### config.mk
export PLATFORM = sky130hd
export DESIGN_NAME = alu_issue_queue
export DESIGN_NICKNAME = d
export VERILOG_FILES = /design/src/rtl/alu_issue_queue.sv
export SDC_FILE = /design/constraint.sdc
export NUM_CORES = 1
export LEC_CHECK = 0
export ABC_AREA = 1
export CAP_MARGIN = 20
export CORE_AREA = 2 2 166 87
export CTS_BUF_LIST = sky130_fd_sc_hd__clkbuf_4
export DETAILED_ROUTE_END_ITERATION = 8
export DIE_AREA = 0 0 168 89
export GPL_TIMING_DRIVEN = 1
export PLACE_DENSITY = 0.52
export SETUP_SLACK_MARGIN = 0.2
export SYNTH_ARGS = -nofsm -noshare
export SYNTH_HDL_FRONTEND = slang
export SYNTH_SLANG_ARGS = --single-unit
### constraint.sdc
create_clock -name clk -period 2 [get_ports clk]
set_input_delay 0.3 -clock clk [delete_from_list [all_inputs] [get_ports clk]]
set_output_delay 0.3 -clock clk [all_outputs]
set_load 0.005 [all_outputs]
### src/rtl/alu_issue_queue.sv
// Command FIFO feeding a combinational ALU, with a registered result stage.
// Define ALU_ISSUE_STATS_EN to add the issued/stall counters.
module alu_issue_queue #(
  parameter int DWIDTH = 8,
  parameter int DEPTH  = 4
) (
  input  logic                     clk,
  input  logic                     rst,
  input  logic                     cmd_valid_i,
  output logic                     cmd_ready_o,
  input  logic [1:0]               cmd_sel_i,
  input  logic [DWIDTH-1:0]        cmd_op1_i,
  input  logic [DWIDTH-1:0]        cmd_op2_i,
  output logic [1:0]               alu_sel_o,
  output logic [DWIDTH-1:0]        alu_op1_o,
  output logic [DWIDTH-1:0]        alu_op2_o,
  input  logic [DWIDTH-1:0]        alu_res_i,
  input  logic                     alu_zero_i,
  input  logic                     alu_neg_i,
  output logic                     res_valid_o,
  input  logic                     res_ready_i,
  output logic [DWIDTH-1:0]        res_o,
  output logic                     zero_o,
  output logic                     neg_o,
  output logic [$clog2(DEPTH):0]   count_o
`ifdef ALU_ISSUE_STATS_EN
  ,
  output logic [15:0]              issued_cnt_o,
  output logic [15:0]              stall_cnt_o
`endif
);

  // Handshakes: a transfer happens on the rising edge where valid && ready;
  // a valid producer holds its payload stable until that edge.
  localparam int AW = $clog2(DEPTH);
  localparam int CW = AW + 1;
  localparam logic [CW-1:0] DEPTH_C = CW'(DEPTH);

  localparam logic R_EMPTY = 1'b0;
  localparam logic R_FULL  = 1'b1;

  logic [1:0]        sel_mem [DEPTH];
  logic [DWIDTH-1:0] op1_mem [DEPTH];
  logic [DWIDTH-1:0] op2_mem [DEPTH];

  logic [AW-1:0]     wr_ptr_q, wr_ptr_d;
  logic [AW-1:0]     rd_ptr_q, rd_ptr_d;
  logic [CW-1:0]     count_q, count_d;
  logic              state_q, state_d;
  logic [DWIDTH-1:0] res_q, res_d;
  logic              zero_q, zero_d;
  logic              neg_q, neg_d;

  logic full, empty, push, issue;

  always_comb begin
    full     = (count_q == DEPTH_C);
    empty    = (count_q == '0);
    push     = cmd_valid_i && !full;
    issue    = !empty && (state_q == R_EMPTY || res_ready_i);
    wr_ptr_d = wr_ptr_q;
    rd_ptr_d = rd_ptr_q;
    count_d  = count_q;
    state_d  = state_q;
    res_d    = res_q;
    zero_d   = zero_q;
    neg_d    = neg_q;
    if (push) wr_ptr_d = wr_ptr_q + 1'b1;
    if (issue) begin
      rd_ptr_d = rd_ptr_q + 1'b1;
      res_d    = alu_res_i;
      zero_d   = alu_zero_i;
      neg_d    = alu_neg_i;
      state_d  = R_FULL;
    end else if (state_q == R_FULL && res_ready_i) begin
      // Drained with nothing left to issue; payload keeps its last value.
      state_d = R_EMPTY;
    end
    case ({push, issue})
      2'b10:   count_d = count_q + 1'b1;
      2'b01:   count_d = count_q - 1'b1;
      default: count_d = count_q;
    endcase
  end

  always_ff @(posedge clk or posedge rst) begin
    if (rst) begin
      wr_ptr_q <= '0;
      rd_ptr_q <= '0;
      count_q  <= '0;
      state_q  <= R_EMPTY;
      res_q    <= '0;
      zero_q   <= 1'b0;
      neg_q    <= 1'b0;
    end else begin
      wr_ptr_q <= wr_ptr_d;
      rd_ptr_q <= rd_ptr_d;
      count_q  <= count_d;
      state_q  <= state_d;
      res_q    <= res_d;
      zero_q   <= zero_d;
      neg_q    <= neg_d;
    end
  end

  // Storage needs no reset: entries are only read while counted as occupied.
  always_ff @(posedge clk) begin
    if (push) begin
      sel_mem[wr_ptr_q] <= cmd_sel_i;
      op1_mem[wr_ptr_q] <= cmd_op1_i;
      op2_mem[wr_ptr_q] <= cmd_op2_i;
    end
  end

  assign cmd_ready_o = !full;
  assign alu_sel_o   = empty ? 2'b00 : sel_mem[rd_ptr_q];
  assign alu_op1_o   = empty ? '0 : op1_mem[rd_ptr_q];
  assign alu_op2_o   = empty ? '0 : op2_mem[rd_ptr_q];
  assign res_valid_o = (state_q == R_FULL);
  assign res_o       = res_q;
  assign zero_o      = zero_q;
  assign neg_o       = neg_q;
  assign count_o     = count_q;

`ifdef ALU_ISSUE_STATS_EN
  logic [15:0] issued_q, stall_q;

  always_ff @(posedge clk or posedge rst) begin
    if (rst) begin
      issued_q <= '0;
      stall_q  <= '0;
    end else if (state_q == R_FULL) begin
      if (res_ready_i) begin
        if (issued_q != 16'hFFFF) issued_q <= issued_q + 1'b1;
      end else begin
        if (stall_q != 16'hFFFF) stall_q <= stall_q + 1'b1;
      end
    end
  end

  assign issued_cnt_o = issued_q;
  assign stall_cnt_o  = stall_q;
`endif

endmodule

==> results.sh, run 1 <==
export IMPL_outcome="complete, no violations"
export IMPL_period_needed_ps=1900
export IMPL_tns_ps=0
export IMPL_grt_use_total_pct=12.6
export IMPL_place_congestion=0.784
export IMPL_synth_nets=424
export IMPL_areaGrowthSynthToFinish_pct=38.9
export IMPL_vias_per_cell=4.22
export IMPL_fin_skew_ps=13.7
export IMPL_drv_cap=0
export IMPL_cts_root_buffer="clkbuf_4"
export IMPL_ctsLongestPathBuffers=2
export IMPL_hold_class="in2async"
export IMPL_final_common_cell="nand2_1"
export IMPL_hold_viol_final=0
export IMPL_coreArea_um2=13300
export IMPL_post_dp_hpwl_um=5390
export IMPL_clk_latency_ps=450
export IMPL_rows=30
export IMPL_clk_pin_slew_ps=140
export IMPL_die_h_um=89
export IMPL_die_area_um2=15000
export IMPL_antenna_diode_count=0
export IMPL_worst_pin_slew_ps=253
export IMPL_postCtsHoldBufs=0
export IMPL_cts_sinks=90
export IMPL_first_pass_iters=4
export IMPL_finalPower_uw=7720
export IMPL_syn_inst=386
export IMPL_synth_seq_cells=90
export IMPL_antenna_found_initial=0
export IMPL_worstPathArrival_ps=1600
export IMPL_grt_setup_unrepaired="true"
export IMPL_drive_gt1_share_pct=31.3
export IMPL_vias=2844
export IMPL_slew_viol_final=0
export IMPL_grt_pass1_vias=2794
export IMPL_portBuffers=64
export IMPL_finalNetCount=531
export IMPL_drt_iter0_markers=145
export IMPL_cp_start_kind="register"
export IMPL_critPathKind="reg2out"
export IMPL_n_fill_cell=1275
export IMPL_worst_ep_required_time_ps=1700
export IMPL_cts_tree="done"
export IMPL_initial_core_util_pct=29.6
export IMPL_avgSynthCellArea_um2=10.2
export IMPL_post_route_period_util_pct=95.2
export IMPL_route_detailed_drc=0
export IMPL_yosysSeqAreaShare_pct=66.2
export IMPL_cp_end_kind="output port"
export IMPL_worstPathMaxFanout=10
export IMPL_syn_area_um2=3950
export IMPL_ir_worst_vdd_v=0.000509
export IMPL_wl_per_cell_um=13.4
export IMPL_die_w_um=168
export IMPL_htree_num_levels=3
export IMPL_cts_buffers=9
export IMPL_overflow=0
export IMPL_p_per_area_nw_per_um2=1410
export IMPL_yosysWarnings=0
export IMPL_post_route_util_pct=41.2
export IMPL_num_io_pins=65
export IMPL_antenna_left=0
export IMPL_slew_limit_headroom_pct=83.1
export IMPL_final_cell_mix="91 x nand2_1, 81 x inv_1, 72 x edfxtp_1"
export IMPL_synth_cell_types=22
export IMPL_leakage_uw=0.00246
export IMPL_grt_pass1_wl_um=14000
export IMPL_fmax_ghz=0.525
export IMPL_routed_wl_um=9020
export IMPL_setup_viol=0
export IMPL_grt_max_degree=20
==> final timing paths <==
path                                          from                endpoint  slack, ps  cells after the start
min                                            rst    res_o[6]$_DFFE_PP0P_        160                      3
min reg2reg                   res_o[5]$_DFFE_PP0P_    res_o[5]$_DFFE_PP0P_        510                      2
max                        rd_ptr_q[0]$_DFFE_PP0P_            alu_op2_o[5]        100                      6
min in group clk                      alu_res_i[1]    res_o[1]$_DFFE_PP0P_        370                      3
max in group asynchronous                      rst    res_o[3]$_DFFE_PP0P_       1630                      3
max reg2reg                 count_o[0]$_DFFE_PP0P_  count_o[1]$_DFFE_PP0P_        250                      9
==> synthesized netlist by cell type <==
| cell type | instances | area share (%) |
|---|---|---|
| xnor2_1 | 2 | 0.44 |
| nor2_1 | 4 | 0.38 |
| nand4_1 | 1 | 0.16 |
| ha_1 | 5 | 1.6 |
| buf_6 | 4 | 1.1 |
| nand2_4 | 1 | 0.29 |
| buf_2 | 4 | 0.51 |
| nand2_1 | 116 | 11 |
| nand3_4 | 1 | 0.44 |
| nand3_1 | 41 | 5.2 |
| a21oi_1 | 18 | 2.3 |
| fa_1 | 1 | 0.51 |
| o21ai_1 | 1 | 0.13 |
| edfxtp_1 | 72 | 55 |
| o21ai_0 | 1 | 0.13 |
| inv_4 | 1 | 0.16 |
| inv_2 | 6 | 0.57 |
| dfrtp_1 | 18 | 11 |
| nand2_2 | 1 | 0.16 |
| inv_1 | 83 | 7.9 |
| buf_4 | 4 | 0.76 |
| buf_1 | 1 | 0.095 |
==> cell type report <==
type	count	area, um2	area share (%)
Clock buffer	9	67.6	1.23
Clock inverter	7	53.8	0.981
Inverter	90	363	6.62
Multi-Input combinational cell	193	1140	20.7
Sequential cell	90	2610	47.6
Tap cell	176	220	4.02
Timing Repair Buffer	109	1030	18.8
==> power breakdown <==
group / switching [uW] / internal, uW / total (uW)
registers: 188 / 2510 / 2700
logic: 2150 / 1980 / 4130
clock network: 625 / 260 / 885
==> registers in the layout (all words and copies together), names as in the netlist <==
register,flops
rd_ptr_q,2
op1_mem,32
count_o,3
op2_mem,32
wr_ptr_q,2
zero_o,1
res_valid_o,1
neg_o,1
res_o,8
sel_mem,8
==> metal layers <==
metal / share of wire (%) / track usage, % / up-vias / routed length (um)
met5: 0 / 0 / - / 0
met1: 45 / 14.9 / 1351 / 4030
met3: 3.9 / 3.72 / 15 / 351
met2: 50 / 22.6 / 53 / 4480
met4: 1.8 / 4.19 / 0 / 165
li1: - / - / 1425 / -
==> stage by stage <==
step	area, um2	instances	hold slack [ps]	setup WS, ps
final	5480	674	160	96.9
after global routing	5480	674	165	-5.84
after CTS	5310	669	127	53.4
after detailed placement	4910	637	471	-29.8
after global placement	4910	637	467	4.88
after floorplan	3950	386	239	84.1
==> cell families (layout without fill, tap and decap cells) <==
| family | after synthesis | after routing | synth area share (%) |
|---|---|---|---|
| simple gates | 165 | 165 | 17.6 |
| flops | 90 | 90 | 66.2 |
| buf+inv | 103 | 215 | 11.1 |
| fa+ha+maj | 6 | 6 | 2.09 |
| compound gates | 20 | 20 | 2.53 |
| xor+xnor | 2 | 2 | 0.444 |
==> worst max-delay path: stages (launching register included) <==
cell and delay [ps]:
dfrtp_1 420, buf_6 140, buf_8 140, nand2_2 70
nand3_2 80, a21oi_2 180, buf_2 140
==> timing repair <==
item                       in CTS  in global routing
resized for setup             126                 45
setup buffers                  12                  5
setup endpoints to repair      19                 23
pin swaps                      18                 20
gates cloned                    4                  0
Power figures use the tool's default switching activity.
==> inputs of run 2 (changes only) <==
--- a/config.mk
+++ b/config.mk
@@ -6,11 +6,12 @@
 export NUM_CORES = 1
 export LEC_CHECK = 0
 export ABC_AREA = 1
+export ABC_CLOCK_PERIOD_IN_PS = 2000
 export CAP_MARGIN = 20
-export CORE_AREA = 2 2 166 87
+export CORE_AREA = 2 2 118 120
 export CTS_BUF_LIST = sky130_fd_sc_hd__clkbuf_4
 export DETAILED_ROUTE_END_ITERATION = 8
-export DIE_AREA = 0 0 168 89
+export DIE_AREA = 0 0 120 122
 export GPL_TIMING_DRIVEN = 1
 export PLACE_DENSITY = 0.52
 export SETUP_SLACK_MARGIN = 0.2
==> run 2 against run 1 <==
  * Non-clock buffer count grew 5
  * Fmax shrank 1.4%
  * Count of clock-buffer cells in the layout grew 2
  * First-iteration DRC count shrank 29%
  * Register-to-register slack lost 60 ps
  * Power grew 2.2%
  * Sequential cell count is the same
  * Worst setup slack lost 26 ps
  * Clock power grew 12%
  * Design area grew 1.1%
  * Clock skew grew 3.6 ps
  * Die area shrank 2.1%
  * Largest cell class unchanged
  * Largest power group unchanged
==> results.sh, run 2 (synthesis gave the netlist of run 1 again) <==
export IMPL_fmax_ghz=0.518
export IMPL_overflow=0
export IMPL_portBuffers=64
export IMPL_initial_core_util_pct=29.2
export IMPL_antenna_diode_count=0
export IMPL_cts_root_buffer="clkbuf_4"
export IMPL_slew_limit_headroom_pct=83.3
export IMPL_vias=2813
export IMPL_cts_buffers=9
export IMPL_die_area_um2=14600
export IMPL_crit_top_cell="buf_12"
export IMPL_grt_pass1_wl_um=14100
export IMPL_drive_gt1_share_pct=28.4
export IMPL_grt_use_met3_pct=3.56
export IMPL_rows=43
export IMPL_grt_use_met2_pct=22.3
export IMPL_num_io_pins=65
export IMPL_cp_end_kind="output port"
export IMPL_grt_busiest_layer="met2"
export IMPL_antenna_left=0
export IMPL_grt_max_degree=23
export IMPL_holdWs_ps=158
export IMPL_period_needed_ps=1930
export IMPL_grt_setup_unrepaired="true"
export IMPL_met1_usage_pct=15.2
export IMPL_ir_worst_vdd_v=0.000512
export IMPL_cp_slowest_cell="dfrtp_1"
export IMPL_wl_per_cell_um=13.7
export IMPL_final_cell_mix="103 x nand2_1, 82 x inv_1, 72 x edfxtp_1"
export IMPL_max_stage_delay_ps=440
export IMPL_htree_num_levels=3
export IMPL_setup_viol=0
export IMPL_hold_class="in2async"
export IMPL_cts_tree="done"
export IMPL_worstPathCellList="inv_4 -> buf_12 -> buf_12 -> nand2_4 -> nand3_2 -> a21oi_1 -> buf_2"
export IMPL_tns_ps=0
export IMPL_first_pass_iters=5
export IMPL_reg_top3="op1_mem x32, op2_mem x32"
export IMPL_outcome="complete, no violations"
export IMPL_post_dp_hpwl_um=5410
export IMPL_clk_pin_slew_ps=140
export IMPL_cp_start_kind="register"
export IMPL_reg2reg_from="count_o[2]$_DFFE_PP0P_"
export IMPL_worstPathMaxFanout=8
export IMPL_path_buf_inv=4
export IMPL_routed_wl_um=9350
export IMPL_hold_viol_final=0
export IMPL_route_detailed_drc=0
export IMPL_worst_pin_slew_ps=250
export IMPL_place_congestion=0.721
export IMPL_final_common_cell="nand2_1"
export IMPL_worstPathArrival_ps=1630
export IMPL_fin_skew_ps=17.3
export IMPL_worstRegToRegCells=9
export IMPL_cp_top_family="buffers and inverters"
export IMPL_slew_viol_final=0
export IMPL_drt_iter0_markers=103
export IMPL_die_h_um=122
export IMPL_cts_sinks=90
export IMPL_grt_pass1_vias=2711
export IMPL_ctsLongestPathBuffers=2
export IMPL_die_w_um=120
export IMPL_post_route_period_util_pct=96.5
export IMPL_drv_cap=0
export IMPL_leakage_uw=0.00254
export IMPL_critical_path_startpoint="rd_ptr_q[0]$_DFFE_PP0P_"
export IMPL_critPathKind="reg2out"
export IMPL_grt_use_total_pct=12.9
export IMPL_areaGrowthSynthToFinish_pct=40.4
export IMPL_antenna_found_initial=0
export IMPL_worst_path_stages=7
export IMPL_vias_per_cell=4.11
export IMPL_coreArea_um2=13500
export IMPL_p_per_area_nw_per_um2=1420
export IMPL_clk_latency_ps=440
export IMPL_worst_ep_required_time_ps=1700
export IMPL_finalNetCount=537
[run 2: cell type report]
cell class	instances	area, um2
Clock buffer	11	82.6
Clock inverter	5	55.1
Fill cell	1298	7960
Inverter	90	358
Multi-Input combinational cell	193	1100
Sequential cell	90	2610
Tap cell	180	225
Timing Repair Buffer	114	1100
Timing Repair inverter	1	8.76
[run 2: worst min-delay path, delay by kind of cell]
family   cells  cell delay [ps]
buf+inv      3              690
[run 2: repair_timing]
item                                    CTS  global route
endpoints found under the setup margin   20            30
gates cloned                              2             3
pin swaps                                15            14
setup buffers                            21             6
hold buffers                              0             0
resized for setup                        98            50
[run 2: final timing paths]
path                                               end  slack, ps
min in group clk                  res_o[5]$_DFFE_PP0P_        380
worst max register to register  count_o[1]$_DFFE_PP0P_        190
max in group asynchronous         res_o[1]$_DFFE_PP0P_       1620
worst min-delay path              res_o[6]$_DFFE_PP0P_        160
worst min register to register    res_o[3]$_DFFE_PP0P_        500
worst max-delay path                      alu_op1_o[3]         70
[run 2: report_power, final]
group	switching, uW	leakage [uW]	internal (uW)
Clock	582	0.0000745	406
Sequential	177	0.000876	2510
Combinational	2150	0.00159	2060
[run 2: routing by layer]
metal  wire, um  vias to the layer above
li1           -                     1434
met1       3870                     1302
met2       4830                       67
met3        499                       10
met4        154                        0
met5          0                        -
[run 2: metrics by stage]
stage	area [um2]	power [uW]	setup WS [ps]	utilization (%)	std cells
6_report	5540	7890	70.4	41.0	684
5_1_grt	5540	8500	-20.9	41.0	684
4_1_cts	5280	7510	38.2	39.1	675
3_5_place_dp	4890	6040	-60.1	36.2	636
3_3_place_gp	4890	6000	28.2	36.2	636
2_1_floorplan	3950	4420	84.1	-	386
==> inputs of run 3 (changes only) <==
--- a/config.mk
+++ b/config.mk
@@ -8,12 +8,12 @@
 export ABC_AREA = 1
 export ABC_CLOCK_PERIOD_IN_PS = 2000
 export CAP_MARGIN = 20
-export CORE_AREA = 2 2 118 120
+export CORE_AREA = 2 2 122 124
 export CTS_BUF_LIST = sky130_fd_sc_hd__clkbuf_4
 export DETAILED_ROUTE_END_ITERATION = 8
-export DIE_AREA = 0 0 120 122
+export DIE_AREA = 0 0 124 126
 export GPL_TIMING_DRIVEN = 1
-export PLACE_DENSITY = 0.52
+export PLACE_DENSITY = 0.5
 export SETUP_SLACK_MARGIN = 0.2
 export SYNTH_ARGS = -nofsm -noshare
 export SYNTH_HDL_FRONTEND = slang
==> run 3 against run 2 <==
  * Power increased by 4.8%
  * Worst setup slack got worse by 13 ps
  * Non-clock buffer count decreased by 3
  * First-iteration DRC count increased by 11%
  * Global-route usage decreased by 0.18 points
  * Count of clock-buffer cells in the layout decreased by 1
  * Sequential power about the same
  * Critical path type unchanged
  * Critical endpoint is now alu_sel_o[0]
==> results.sh, run 3 (synthesis gave the netlist of run 1 again) <==
export IMPL_outcome="complete, no violations"
export IMPL_place_ws_ps=-5.31
export IMPL_slew_limit_headroom_pct=82.9
export IMPL_worst_ep_required_time_ps=1700
export IMPL_cts_buffers=9
export IMPL_grt_pass1_wl_um=14900
export IMPL_ir_worst_vdd_v=0.000599
export IMPL_final_common_cell="inv_1"
export IMPL_worstRegToRegCells=13
export IMPL_cp_endpoint="alu_sel_o[0]"
export IMPL_period_needed_ps=1940
export IMPL_fin_skew_ps=16.9
export IMPL_route_detailed_drc=0
export IMPL_routed_wl_um=9730
export IMPL_vias=2870
export IMPL_drt_iter0_markers=114
export IMPL_portBuffers=64
export IMPL_hold_viol_final=0
export IMPL_rows=44
export IMPL_cts_sinks=90
export IMPL_grt_setup_unrepaired="true"
export IMPL_worst_path_stages=6
export IMPL_htree_num_levels=3
export IMPL_num_io_pins=65
export IMPL_cts_root_buffer="clkbuf_4"
export IMPL_areaGrowthSynthToFinish_pct=46.8
export IMPL_die_area_um2=15600
export IMPL_place_area_um2=4920
export IMPL_place_congestion=0.722
export IMPL_setup_slack_ps=57.0
export IMPL_finalNetCount=536
export IMPL_overflow=0
export IMPL_post_dp_hpwl_um=5660
export IMPL_fmax_ghz=0.515
export IMPL_drv_cap=0
export IMPL_reg_top3="op1_mem x32, op2_mem x32"
export IMPL_grt_use_total_pct=12.7
export IMPL_cp_end_kind="output port"
export IMPL_max_stage_delay_ps=470
export IMPL_cp_start_kind="register"
export IMPL_setup_viol=0
export IMPL_die_w_um=124
export IMPL_cp_top_family="flip-flops"
export IMPL_stdcell_area_um2=5800
export IMPL_postCtsHoldBufs=0
export IMPL_cts_tree="done"
export IMPL_wl_per_cell_um=14.2
export IMPL_reg2reg_to="count_o[2]$_DFFE_PP0P_"
export IMPL_worstPathArrival_ps=1640
export IMPL_ctsLongestPathBuffers=2
export IMPL_clk_pin_slew_ps=140
export IMPL_ff2ff_setup_slack_ps=200
export IMPL_path_buf_inv=3
export IMPL_critical_path_startpoint="rd_ptr_q[0]$_DFFE_PP0P_"
export IMPL_coreArea_um2=14300
export IMPL_grt_max_degree=22
export IMPL_drive_gt1_share_pct=38.0
export IMPL_worst_pin_slew_ps=256
export IMPL_leakage_uw=0.00262
export IMPL_antenna_found_initial=0
export IMPL_clk_latency_ps=440
export IMPL_die_h_um=126
export IMPL_final_cell_mix="81 x inv_1, 74 x nand2_1, 72 x edfxtp_1"
export IMPL_critPathKind="reg2out"
export IMPL_cp_slowest_cell="dfrtp_2"
export IMPL_worstPathMaxFanout=8
export IMPL_worstPathCellList="buf_6 -> buf_16 -> nand2_4 -> nand3_2 -> a21oi_2 -> buf_2"
export IMPL_grt_pass1_vias=2867
export IMPL_first_pass_iters=4
export IMPL_antenna_diode_count=0
export IMPL_vias_per_cell=4.18
export IMPL_reg2reg_from="count_o[1]$_DFFE_PP0P_"
export IMPL_p_per_area_nw_per_um2=1420
export IMPL_initial_core_util_pct=27.6
export IMPL_post_route_period_util_pct=97.2
export IMPL_n_fill_cell=1386
export IMPL_hold_class="in2async"
export IMPL_antenna_left=0
export IMPL_slew_viol_final=0
## run 3: how the worst min path moves through the flow
| stage | start | end | cells past startpoint |
|---|---|---|---|
| 3_3_place_gp | res_o[2]$_DFFE_PP0P_ | res_o[2]$_DFFE_PP0P_ | 2 |
| 2_1_floorplan | rst | count_o[0]$_DFFE_PP0P_ | 1 |
| 4_1_cts | rst | count_o[0]$_DFFE_PP0P_ | 3 |
| 5_1_grt | rst | res_o[4]$_DFFE_PP0P_ | 3 |
| 3_5_place_dp | res_o[5]$_DFFE_PP0P_ | res_o[5]$_DFFE_PP0P_ | 2 |
| 6_report | rst | count_o[0]$_DFFE_PP0P_ | 3 |
## run 3: power by group
group          total, uW  switching [uW]  internal [uW]
Clock                867             610            257
Combinational       4690            2420           2270
Sequential          2700             189           2510
## run 3: layout make-up
type	count	area (um2)	share of cell area, %
clock buffers	10	75.1	1.29
clock inverters	6	33.8	0.583
inverters	90	365	6.30
multi-input cells	193	1320	22.8
flip-flops and latches	90	2610	45.1
well taps	184	230	3.97
repair buffers	111	1130	19.5
repair inverters	3	26.3	0.453
## run 3: through the flow
step	TNS (ps)	hold slack, ps	power, uW	utilization, %	instances
3_5_place_dp	-5.31	467	6070	34.4	641
5_1_grt	-99.9	143	8850	40.5	687
3_3_place_gp	0	462	6020	34.4	641
6_report	0	148	8260	40.5	687
2_1_floorplan	0	239	4420	-	386
4_1_cts	0	130	7800	38.2	681
## run 3: tightest hold or removal path, stage by stage
cell	delay, ps
clkdlybuf4s50_1	390
inv_1	50
buf_4	250
## run 3: what timing repair did
| action | 4_1_cts | 5_1_grt |
|---|---|---|
| pin swaps | 31 | 32 |
| endpoints found under the hold margin | 0 | 0 |
| setup buffers | 17 | 4 |
| endpoints found under the setup margin | 20 | 24 |
| resized for setup | 150 | 69 |
| gates cloned | 7 | 2 |
## run 3: routing by layer
metal	routed length, um	global-route usage (%)	vias up
li1	-	-	1439
met1	4260	16.2	1358
met2	4790	20.7	61
met3	537	3.08	12
met4	141	5.16	0
met5	0	0	-
